File: src/rtl/if_stage_if.sv
// Instruction-memory fetch port: word-addressed request with a same-cycle ack and read data.
interface if_stage_if;
    logic        imem_req;
    logic [15:0] imem_addr;
    logic        imem_ack;
    logic [15:0] imem_rdata;

    modport master (output imem_req, output imem_addr, input imem_ack, input imem_rdata);
    modport slave  (input imem_req, input imem_addr, output imem_ack, output imem_rdata);
endinterface

File: src/rtl/if_stage.sv
// Instruction fetch stage and IF/ID register: owns the PC, fetches over a req/ack port,
// buffers a word across hazard stalls and squashes in-flight fetches on EX redirects.
module if_stage #(
    parameter logic [15:0] RESET_PC = 16'h0000,
    parameter logic [15:0] NOP_INST = 16'h0000
) (
    input  logic        clk,
    input  logic        rst,
    input  logic        pc_en,
    input  logic        if_id_en,
    input  logic        redirect_valid,
    input  logic [15:0] redirect_pc,
    if_stage_if.master  imem,
    output logic [15:0] if_id_inst,
    output logic [15:0] if_id_pc,
    output logic        if_id_valid
);

    typedef enum logic [1:0] {S_IDLE, S_FETCH, S_HOLD, S_DROP} state_e;

    state_e      state_q, state_d;
    logic [15:0] pc_q, pc_d;
    logic [15:0] hold_buf_q, hold_buf_d;
    logic [15:0] redir_pc_q, redir_pc_d;
    logic [15:0] inst_q, inst_d;
    logic [15:0] ifpc_q, ifpc_d;
    logic        valid_q, valid_d;

    logic        advance;
    logic        deliver;
    logic [15:0] deliver_word;

    assign advance = pc_en & if_id_en;

    // Request and address come straight from flops so ack/redirect never reach them.
    assign imem.imem_req  = (state_q == S_FETCH) || (state_q == S_DROP);
    assign imem.imem_addr = pc_q;

    assign if_id_inst  = inst_q;
    assign if_id_pc    = ifpc_q;
    assign if_id_valid = valid_q;

    always_comb begin
        state_d      = state_q;
        pc_d         = pc_q;
        hold_buf_d   = hold_buf_q;
        redir_pc_d   = redir_pc_q;
        deliver      = 1'b0;
        deliver_word = NOP_INST;

        case (state_q)
            S_IDLE: state_d = S_FETCH;
            S_FETCH: begin
                if (imem.imem_ack) begin
                    if (redirect_valid) begin
                        pc_d = redirect_pc;
                    end else if (advance) begin
                        deliver      = 1'b1;
                        deliver_word = imem.imem_rdata;
                        pc_d         = pc_q + 16'd1;
                    end else begin
                        hold_buf_d = imem.imem_rdata;
                        state_d    = S_HOLD;
                    end
                end else if (redirect_valid) begin
                    // Request cannot be withdrawn; wait out its ack, then jump.
                    redir_pc_d = redirect_pc;
                    state_d    = S_DROP;
                end
            end
            S_HOLD: begin
                if (redirect_valid) begin
                    pc_d    = redirect_pc;
                    state_d = S_FETCH;
                end else if (advance) begin
                    deliver      = 1'b1;
                    deliver_word = hold_buf_q;
                    pc_d         = pc_q + 16'd1;
                    state_d      = S_FETCH;
                end
            end
            S_DROP: begin
                if (imem.imem_ack) begin
                    pc_d    = redirect_valid ? redirect_pc : redir_pc_q;
                    state_d = S_FETCH;
                end else if (redirect_valid) begin
                    redir_pc_d = redirect_pc;
                end
            end
            default: state_d = S_IDLE;
        endcase

        inst_d  = inst_q;
        ifpc_d  = ifpc_q;
        valid_d = valid_q;
        if (redirect_valid) begin
            inst_d  = NOP_INST;
            ifpc_d  = pc_q;
            valid_d = 1'b0;
        end else if (deliver) begin
            inst_d  = deliver_word;
            ifpc_d  = pc_q;
            valid_d = 1'b1;
        end else if (if_id_en) begin
            inst_d  = NOP_INST;
            ifpc_d  = pc_q;
            valid_d = 1'b0;
        end
    end

    always_ff @(posedge clk or posedge rst) begin
        if (rst) begin
            state_q    <= S_IDLE;
            pc_q       <= RESET_PC;
            hold_buf_q <= 16'h0000;
            redir_pc_q <= 16'h0000;
            inst_q     <= NOP_INST;
            ifpc_q     <= 16'h0000;
            valid_q    <= 1'b0;
        end else begin
            state_q    <= state_d;
            pc_q       <= pc_d;
            hold_buf_q <= hold_buf_d;
            redir_pc_q <= redir_pc_d;
            inst_q     <= inst_d;
            ifpc_q     <= ifpc_d;
            valid_q    <= valid_d;
        end
    end

endmodule

File: src/flat_wrapper.sv
// flat-port wrapper written by rule: the top's interface ports become plain ports
module if_stage_flat 
#(
    parameter logic [15:0] RESET_PC = 16'h0000,
    parameter logic [15:0] NOP_INST = 16'h0000
)
  (clk, rst, pc_en, if_id_en, redirect_valid, redirect_pc, if_id_inst, if_id_pc, if_id_valid, imem_imem_req, imem_imem_addr, imem_imem_ack, imem_imem_rdata);
  if_stage_if imem_i ();
  input  logic clk;
  input  logic rst;
  input  logic pc_en;
  input  logic if_id_en;
  input  logic redirect_valid;
  input  logic [15:0] redirect_pc;
  output logic [15:0] if_id_inst;
  output logic [15:0] if_id_pc;
  output logic if_id_valid;
  output wire logic [$bits(imem_i.imem_req)-1:0] imem_imem_req;
  output wire logic [$bits(imem_i.imem_addr)-1:0] imem_imem_addr;
  input wire logic [$bits(imem_i.imem_ack)-1:0] imem_imem_ack;
  input wire logic [$bits(imem_i.imem_rdata)-1:0] imem_imem_rdata;
  assign imem_imem_req = imem_i.imem_req;
  assign imem_imem_addr = imem_i.imem_addr;
  assign imem_i.imem_ack = imem_imem_ack;
  assign imem_i.imem_rdata = imem_imem_rdata;
  if_stage #(.RESET_PC(RESET_PC), .NOP_INST(NOP_INST)) u_core (.clk(clk), .rst(rst), .pc_en(pc_en), .if_id_en(if_id_en), .redirect_valid(redirect_valid), .redirect_pc(redirect_pc), .imem(imem_i), .if_id_inst(if_id_inst), .if_id_pc(if_id_pc), .if_id_valid(if_id_valid));
endmodule
File: config.mk
export PLATFORM = sky130hd
export DESIGN_NAME = if_stage_flat
export DESIGN_NICKNAME = d
export VERILOG_FILES = /design/src/rtl/if_stage_if.sv /design/src/rtl/if_stage.sv /design/src/flat_wrapper.sv
export SDC_FILE = /design/constraint.sdc
export NUM_CORES = 1
export LEC_CHECK = 0
export ABC_CLOCK_PERIOD_IN_PS = 3500
export CAP_MARGIN = 20
export CORE_MARGIN = 5
export CORE_UTILIZATION = 45
export CTS_CLUSTER_DIAMETER = 150
export DETAILED_ROUTE_END_ITERATION = 16
export PLACE_DENSITY = 0.72
export SLEW_MARGIN = 20
export SYNTH_ARGS = -nofsm -noshare
export SYNTH_HDL_FRONTEND = slang
export SYNTH_SLANG_ARGS = --single-unit
File: constraint.sdc
create_clock -name clk -period 3.5 [get_ports clk]
set_clock_uncertainty 0.1 [all_clocks]
set_input_delay 0.875 -clock clk [delete_from_list [all_inputs] [get_ports clk]]
set_output_delay 0.875 -clock clk [all_outputs]
set_load 0.01 [all_outputs]
==> impl_metrics.yaml, run 1 <==
min_path:
  worstHoldPathType: "register to register"
clocking:
  path_clk_slew_ps: 80
  cts-root-buf: "clkbuf_8"
  cts.htree.levels: 3
  cts-hold-fix-buffers: 0
  worst_skew_pair.late_latency_ps: 350
  cts_setup_buffers: 0
  numCtsBuffers: 9
  cts_tree: "done"
  cts_resized: 0
  cts_sinks: 83
  cts_buffer_depth: 2
floorplan:
  coreArea_mm2: 0.00876
  die_height_um: 105
  io-pin-count: 88
  dieArea_mm2: 0.0110
  std_cell_rows: 34
  die_w_um: 105
  initial_core_util_pct: 46.3
grt:
  grt.met2_usage_pct: 28.4
  grt_pass1_vias: 3165
  use_met3_pct: 5.18
  grt.total_usage_pct: 17.3
  grt_busiest_layer: "met2"
  grt_use_met1_pct: 22.6
  grt_pass1_wl_um: 15800
  antenna_found_initial: 0
  grt_overflow: 0
  grt_max_degree: 44
logic_synthesis:
  yosysTopAreaCellShare_pct: 51.1
  syn_nets: 414
  yosysSeqAreaShare_pct: 51.1
  synthSimpleGateAreaFrac_pct: 12.7
  synthXorXnorAreaFrac_pct: 0
  synth_top_flop_cell: "dfrtp_1"
  async_reset_ff_share_pct: 100
  yosysTopAreaCell: "dfrtp_1"
  synth_most_common_cell: "dfrtp_1"
  syn_inst: 371
  synth_top_family_by_area: "compound AO/OA/AOI/OAI gates"
  synth_edf_count: 0
  ys_ff_latch: 83
  syn_area_mm2: 0.00406
  synth_commonest_cells: "83 x dfrtp_1, 44 x nand2_1, 38 x o21ai_0, 36 x mux2_2, 17 x a22oi_1"
  synthAdderAreaFrac_pct: 1.54
  netlist_top_cells_area: "dfrtp_1 51%, mux2_2 10%, o21ai_0 4.7%"
  yosysUniqueCellTypes: 52
  synth_compound_area_share_pct: 16.2
  ys.warnings.count: 0
  synthMuxAreaShare_pct: 14.4
  avgSynthCellArea_um2: 10.9
sta:
  final_hold_viol_count: 0
  report.final.slew_viol_count: 0
  tns_ps: 0
  fin_crit_ps: 2900
  max_slew_margin_pct: 49.4
  fin_crit_sh_pct: 82.9
  fmax_mhz: 345
  worstMarginPinSlew_ps: 759
  rsz0062_at_grt: "false"
  setup_viol: 0
worst_setup_path:
  r2r-start: "u_core.state_q[1]"
  cp.required_ps: 2520
  r2r_slack_ps: 1290
  crit_path_end: "imem_imem_req"
  critPathArrivalTime_ps: 1930
  crit_path_max_fanout: 7
  start_kind: "register"
  r2r_cells: 6
  endpoint_kind: "output port"
  r2r_end: "u_core.imem.imem_addr[0]"
  crit_type: "register to output port"
  setup.worst_path.start: "u_core.state_q[1]"
finish:
  syn2layout_area_growth_pct: 28.4
  regArea_mm2: 0.00208
  design_area_mm2: 0.00521
  post-route-util_pct: 59.5
  nNetsFinal: 499
  layout-drive-gt1-share_pct: 17.4
  fill_cells: 757
  multi_input_area_mm2: 0.00183
  n_antenna_cell: 0
pwr:
  ir_drop_mv: 0.303
  p_sw_mw: 1.37
  powerDensity_mw_per_mm2: 753
  pwr-share-seq_pct: 42.1
  combinationalPowerShare_pct: 40.2
  power.leakage_nw: 2.13
  sw_frac_of_total_pct: 34.8
  clockPowerShare_pct: 17.7
  p_int_mw: 2.56
job:
  maxCapViolations: 0
place:
  place_area_mm2: 0.00502
  dpl.hpwl_um: 6720
  routabilityCongestion: 0.859
  portBuffers: 87
route:
  postRouteAntennaNets: 0
  dr.pass1.iters: 4
  num_vias: 3161
  wirelength_um: 9530
  route.detailed.drc: 0
  drt_iter0_drc: 114
  via_per_inst: 5.56
  route.detailed.wl_per_inst_um: 16.7
run_status:
  status: "completed"
==> worst max-delay path, cell delays in order (launching register included) <==
cell	delay, ps
dfrtp_1	440
inv_1	90
ha_1	270
or2_1	280
clkdlybuf4s50_1	510
==> worst min-delay path by stage <==
stage	start	endpoint	slack [ps]	cells past startpoint
floorplan	u_core.hold_buf_q[9]	u_core.hold_buf_q[9]	360	1
global placement	u_core.if_id_valid	u_core.if_id_valid	360	2
detailed placement	u_core.if_id_valid	u_core.if_id_valid	370	2
CTS	u_core.if_id_valid	u_core.if_id_valid	390	2
global route	u_core.if_id_inst[13]	u_core.if_id_inst[13]	420	2
finish	u_core.if_id_valid	u_core.if_id_valid	380	2
==> layer usage <==
layer | vias up | routed length (um)
met3 | 10 | 616
met1 | 1548 | 4270
met2 | 85 | 4550
met5 | - | 0
li1 | 1518 | -
met4 | 0 | 97
==> cell families (layout without fill, tap and decap cells) <==
kind of cell	after synthesis	count (layout)
flops	83	83
fa+ha+maj	5	5
buf+inv	30	120
simple gates	103	103
mux	50	50
compound gates	100	100
==> registers in the layout, summed over array words and instances, names as in the netlist <==
name and cells:
u_core.hold_buf_q 16, u_core.if_id_inst 16, u_core.if_id_pc 16, u_core.if_id_valid 1, u_core.imem.imem_addr 16, u_core.redir_pc_q 16
u_core.state_q 2
==> placed cells by master, fill, tap and decap left out, drive strengths merged, types with 3 or more instances in the layout <==
| cell type | instances |
|---|---|
| a211oi | 6 |
| a21oi | 8 |
| a22o | 3 |
| a22oi | 17 |
| a31oi | 6 |
| and2 | 3 |
| buf | 9 |
| clkbuf | 11 |
| clkdlybuf4s50 | 87 |
| clkinv | 4 |
| dfrtp | 83 |
| ha | 5 |
| inv | 7 |
| mux2 | 45 |
| mux2i | 5 |
| nand2 | 46 |
| nand3 | 6 |
| nand3b | 4 |
| nand4 | 3 |
| nor2 | 18 |
| nor2b | 4 |
| nor3 | 7 |
| nor4 | 4 |
| o21ai | 44 |
| o2bb2ai | 3 |
==> metrics by stage <==
stage	hold slack [ps]	total power [mW]	worst slack, ps	cells
2_1_floorplan	359	2.59	388	371
3_3_place_gp	363	3.21	679	553
3_5_place_dp	367	3.26	647	553
4_1_cts	388	3.96	582	569
5_1_grt	417	4.18	500	569
6_report	380	3.93	598	569
==> area by class of cell <==
class	count	area share, %
clock inverters	5	1.01
repair buffers	96	18.2
flip-flops and latches	83	39.8
clock buffers	11	2.71
multi-input cells	258	35.0
inverters	8	0.600
well taps	108	2.59
==> power groups by stage <==
| stage | clock network (mW) | logic (mW) | registers, mW |
|---|---|---|---|
| floorplan | 0 | 0.922 | 1.67 |
| global placement | 0 | 1.56 | 1.65 |
| detailed placement | 0 | 1.59 | 1.67 |
| CTS | 0.708 | 1.60 | 1.65 |
| global route | 0.745 | 1.73 | 1.71 |
| finish | 0.695 | 1.58 | 1.65 |
(Power assumes the default switching activity.)
==> run 2, diff against run 1 <==
ABC_CLOCK_PERIOD_IN_PS = 3000   (was 3500)
clock period = 3 ns   (was 3.5 ns; I/O delays follow)
==> run 2 against run 1 <==
Via count grew 1.8%. Clock-buffer cell count down 2. Die area did not move. First-iteration DRC count grew 6.1%. Sequential share of layout area is essentially flat. Non-clock buffer count up 1. Clock power increased by 6.0%. Sequential cell count did not move. Power up 15%. Critical path type unchanged. Critical endpoint unchanged. Largest cell class unchanged.
==> impl_metrics.yaml, run 2 (synthesized netlist as in run 1, its figures left out) <==
run_status:
  status: "completed"
worst_setup_path:
  crit_chain: "inv_1, ha_1, or2_1, clkdlybuf4s50_1"
  crit_type: "register to output port"
  r2r_slack_ps: 760
  crit_path_max_fanout: 7
  endpoint_kind: "output port"
  cp.required_ps: 2150
  r2r_cells: 6
  worst_path_largest_cell_delay_ps: 520
  cp_slowest_cell: "clkdlybuf4s50_1"
  start_kind: "register"
  critPathArrivalTime_ps: 1940
pwr:
  powerDensity_mw_per_mm2: 867
  combinationalPowerShare_pct: 40.9
  sw_frac_of_total_pct: 36.0
  clockPowerShare_pct: 16.3
  ir_drop_mv: 0.394
  finalPower_mw: 4.52
  power.leakage_nw: 2.13
  p_sw_mw: 1.63
  pwr-share-seq_pct: 42.8
  p_int_mw: 2.89
clocking:
  numCtsBuffers: 9
  cts_buffer_depth: 2
  cts_sinks: 83
  cts-root-buf: "clkbuf_8"
  cts-hold-fix-buffers: 0
  cts_tree: "done"
  worst_skew_pair.late_latency_ps: 360
  cts_setup_buffers: 0
  path_clk_slew_ps: 90
  cts.htree.levels: 3
  cts_resized: 0
grt:
  antenna_found_initial: 0
  grt_pass1_vias: 3370
  grt_overflow: 0
  grt_max_degree: 52
  grt.total_usage_pct: 17.9
  grt_pass1_wl_um: 16400
floorplan:
  coreArea_mm2: 0.00876
  initial_core_util_pct: 46.3
  std_cell_rows: 34
  io-pin-count: 88
  dieArea_mm2: 0.0110
  die_height_um: 105
  die_w_um: 105
route:
  route.detailed.wl_per_inst_um: 16.8
  drt_iter0_drc: 121
  dr.pass1.iters: 4
  route.detailed.drc: 0
  via_per_inst: 5.65
  num_vias: 3219
  wirelength_um: 9600
  postRouteAntennaNets: 0
place:
  routabilityCongestion: 0.848
  place_inst: 554
  dp_slack_ps: 210
  place_area_mm2: 0.00504
  portBuffers: 87
  dpl.hpwl_um: 6900
finish:
  n_antenna_cell: 0
  design_area_mm2: 0.00522
  layout_commonest_cell: "clkdlybuf4s50_1"
  final_cell_count_no_fill: 570
  fill_cells: 786
  nNetsFinal: 500
  layout-drive-gt1-share_pct: 17.7
  layout_common_cells: "87 x clkdlybuf4s50_1, 83 x dfrtp_1, 44 x nand2_1"
  syn2layout_area_growth_pct: 28.4
sta:
  tns_ps: 0
  fin_ws_ps: 205
  fin_crit_ps: 2790
  report.final.slew_viol_count: 0
  fmax_mhz: 358
  max_slew_margin_pct: 50.9
  rsz0062_at_grt: "false"
  final_hold_viol_count: 0
  fin_crit_sh_pct: 93.2
  worstMarginPinSlew_ps: 737
  setup_viol: 0
job:
  maxCapViolations: 0
min_path:
  worstHoldPathType: "register to register"
  worstHoldPathCells: 2
## run 2: power groups by stage
stage               combinational (mW)  clock, mW  sequential (mW)
finish                            1.85      0.737             1.93
global route                      2.04      0.798             2.00
CTS                               1.88      0.756             1.93
detailed placement                1.87          0             1.95
global placement                  1.83          0             1.93
floorplan                         1.08          0             1.95
## run 2: through the flow
step           utilization [%]  hold WS (ps)
3_5_place_dp              57.5           371
3_3_place_gp              57.5           366
5_1_grt                   59.5           420
2_1_floorplan                -           359
6_report                  59.5           382
4_1_cts                   59.5           392
## run 2: per-layer routing
layer  GRT usage [%]  vias up  wire length, um
li1                -     1514                -
met1            22.8     1593             4220
met2            30.1      103             4720
met3            4.69        9              579
met4            4.57        0               91
met5               0        -                0
## run 2: worst max-delay path: cells and delay by family, from the launching register on
family        cells  cell delay [ps]
fa+ha+maj         1              260
buf+inv           2              610
flops             1              450
simple gates      1              270
## run 2: final timing paths
check	start	endpoint
worst max-delay path	u_core.state_q[1]	imem_imem_req
worst min-delay path	u_core.if_id_valid	u_core.if_id_valid
worst max register to register	u_core.state_q[1]	u_core.hold_buf_q[6]
worst min register to register	u_core.if_id_valid	u_core.if_id_valid
max in group asynchronous	rst	u_core.redir_pc_q[13]
min in group asynchronous	rst	u_core.if_id_inst[13]
## run 2: cell type report
type,instances,area (um2),area share (%)
inverter,8,31.3,0.600
clock inverter,7,51.3,0.984
multi-input combinational,258,1830,35.0
tap,108,135,2.59
sequential,83,2080,39.8
timing repair buffer,97,971,18.6
clock buffer,9,124,2.38
==> run 3, diff against run 2 <==
CORE_MARGIN = 1   (was 5)
==> run 3 against run 2 <==
Critical path type unchanged. Highest routed layer unchanged. Non-clock buffer count increased by 2. Fmax increased by 0.94%. Critical path depth unchanged. Critical endpoint unchanged. Register-to-register slack improved by 30 ps. Clock-buffer cell count increased by 4.
==> impl_metrics.yaml, run 3 (synthesized netlist as in run 1, its figures left out) <==
grt:
  grt_max_degree: 42
  grt_pass1_vias: 3210
  antenna_found_initial: 0
  grt_pass1_wl_um: 15800
  grt.total_usage_pct: 20.9
  grt_overflow: 0
sta:
  setup_viol: 0
  max_slew_margin_pct: 56.9
  fin_crit_ps: 2770
  fin_crit_sh_pct: 92.3
  worstMarginPinSlew_ps: 646
  report.final.slew_viol_count: 0
  hold_ws_ps: 386
  rsz0062_at_grt: "false"
  tns_ps: 0
  fmax_mhz: 361
  final_hold_viol_count: 0
place:
  place_area_mm2: 0.00505
  portBuffers: 87
  routabilityCongestion: 0.804
  dpl.hpwl_um: 6420
route:
  postRouteAntennaNets: 0
  route.detailed.drc: 0
  dr.pass1.iters: 4
  wirelength_um: 9330
  drt_iter0_drc: 148
  via_per_inst: 5.56
  route.detailed.wl_per_inst_um: 16.3
  num_vias: 3178
worst_setup_path:
  critPathArrivalTime_ps: 1920
  crit_path_max_fanout: 7
  crit_type: "register to output port"
  r2r_cells: 6
  r2r-start: "u_core.state_q[1]"
  endpoint_kind: "output port"
  start_kind: "register"
  cp.required_ps: 2150
  r2r_end: "u_core.imem.imem_addr[8]"
  r2r_slack_ps: 790
clocking:
  cts_resized: 0
  cts_setup_buffers: 0
  path_clk_slew_ps: 80
  cts_tree: "done"
  cts_sinks: 83
  cts-hold-fix-buffers: 0
  cts.htree.levels: 3
  cts-root-buf: "clkbuf_8"
  numCtsBuffers: 9
  worst_skew_pair.late_latency_ps: 350
  cts_buffer_depth: 2
pwr:
  power.leakage_nw: 2.15
  ir_drop_mv: 0.412
  clockPowerShare_pct: 18.3
  p_sw_mw: 1.59
  combinationalPowerShare_pct: 40.1
  sw_frac_of_total_pct: 34.3
  pwr-share-seq_pct: 41.6
  powerDensity_mw_per_mm2: 880
  p_int_mw: 3.05
floorplan:
  die_height_um: 97
  std_cell_rows: 34
  coreArea_mm2: 0.00872
  initial_core_util_pct: 46.6
  io-pin-count: 88
  dieArea_mm2: 0.00941
  die_w_um: 97
job:
  maxCapViolations: 0
min_path:
  min_from: "u_core.if_id_inst[2]"
  worstHoldPathType: "register to register"
  min_to: "u_core.if_id_inst[2]"
  worstHoldPathCells: 2
finish:
  layout_common_cells: "87 x clkdlybuf4s50_1, 83 x dfrtp_1, 44 x nand2_1"
  nNetsFinal: 502
  syn2layout_area_growth_pct: 29.7
  layout-drive-gt1-share_pct: 17.9
  layout_commonest_cell: "clkdlybuf4s50_1"
  design_area_mm2: 0.00527
  n_antenna_cell: 0
  fill_cells: 761
run_status:
  status: "completed"
[run 3: final cells by class]
| class | instances | area [um2] | share of cell area, % |
|---|---|---|---|
| flip-flops and latches | 83 | 2080 | 39.4 |
| clock buffers | 13 | 169 | 3.21 |
| inverters | 8 | 31.3 | 0.594 |
| clock inverters | 3 | 45.0 | 0.855 |
| multi-input cells | 258 | 1830 | 34.6 |
| well taps | 108 | 135 | 2.56 |
| repair buffers | 99 | 986 | 18.7 |
[run 3: critical path, stage by stage (launching register included)]
cell	delay (ps)
dfrtp_1	440
inv_1	90
ha_1	270
or2_1	270
clkdlybuf4s50_1	500
[run 3: per-stage QoR]
step | setup WS (ps) | util, % | std cells | power [mW]
5_1_grt | 119 | 60.4 | 572 | 4.95
4_1_cts | 221 | 60.4 | 572 | 4.68
3_3_place_gp | 343 | 58.0 | 556 | 3.75
2_1_floorplan | 13.2 | - | 371 | 3.03
3_5_place_dp | 319 | 58.0 | 556 | 3.82
6_report | 231 | 60.4 | 572 | 4.64
[run 3: how the worst max path moves through the flow]
stage / depth (start not counted) / to / startpoint / slack (ps)
after floorplan: 1 / u_core.hold_buf_q[0] / rst / 10
after global placement: 5 / u_core.imem.imem_addr[0] / redirect_valid / 340
after detailed placement: 5 / u_core.imem.imem_addr[0] / if_id_en / 320
after CTS: 4 / imem_imem_req / u_core.state_q[1] / 220
after global routing: 4 / imem_imem_req / u_core.state_q[1] / 120
final: 4 / imem_imem_req / u_core.state_q[1] / 230
[run 3: power by group through the flow]
stage	combinational (mW)	clock, mW	sequential, mW
final	1.86	0.849	1.93
after detailed placement	1.87	0	1.95
after floorplan	1.08	0	1.95
after global placement	1.82	0	1.93
after CTS	1.88	0.876	1.93
after global routing	2.03	0.921	2.00
[run 3: per-layer routing]
metal	routed length, um	track usage [%]
met5	0	0
met1	4000	25.9
met2	4560	34.3
met4	99	4.82
met3	664	8.16
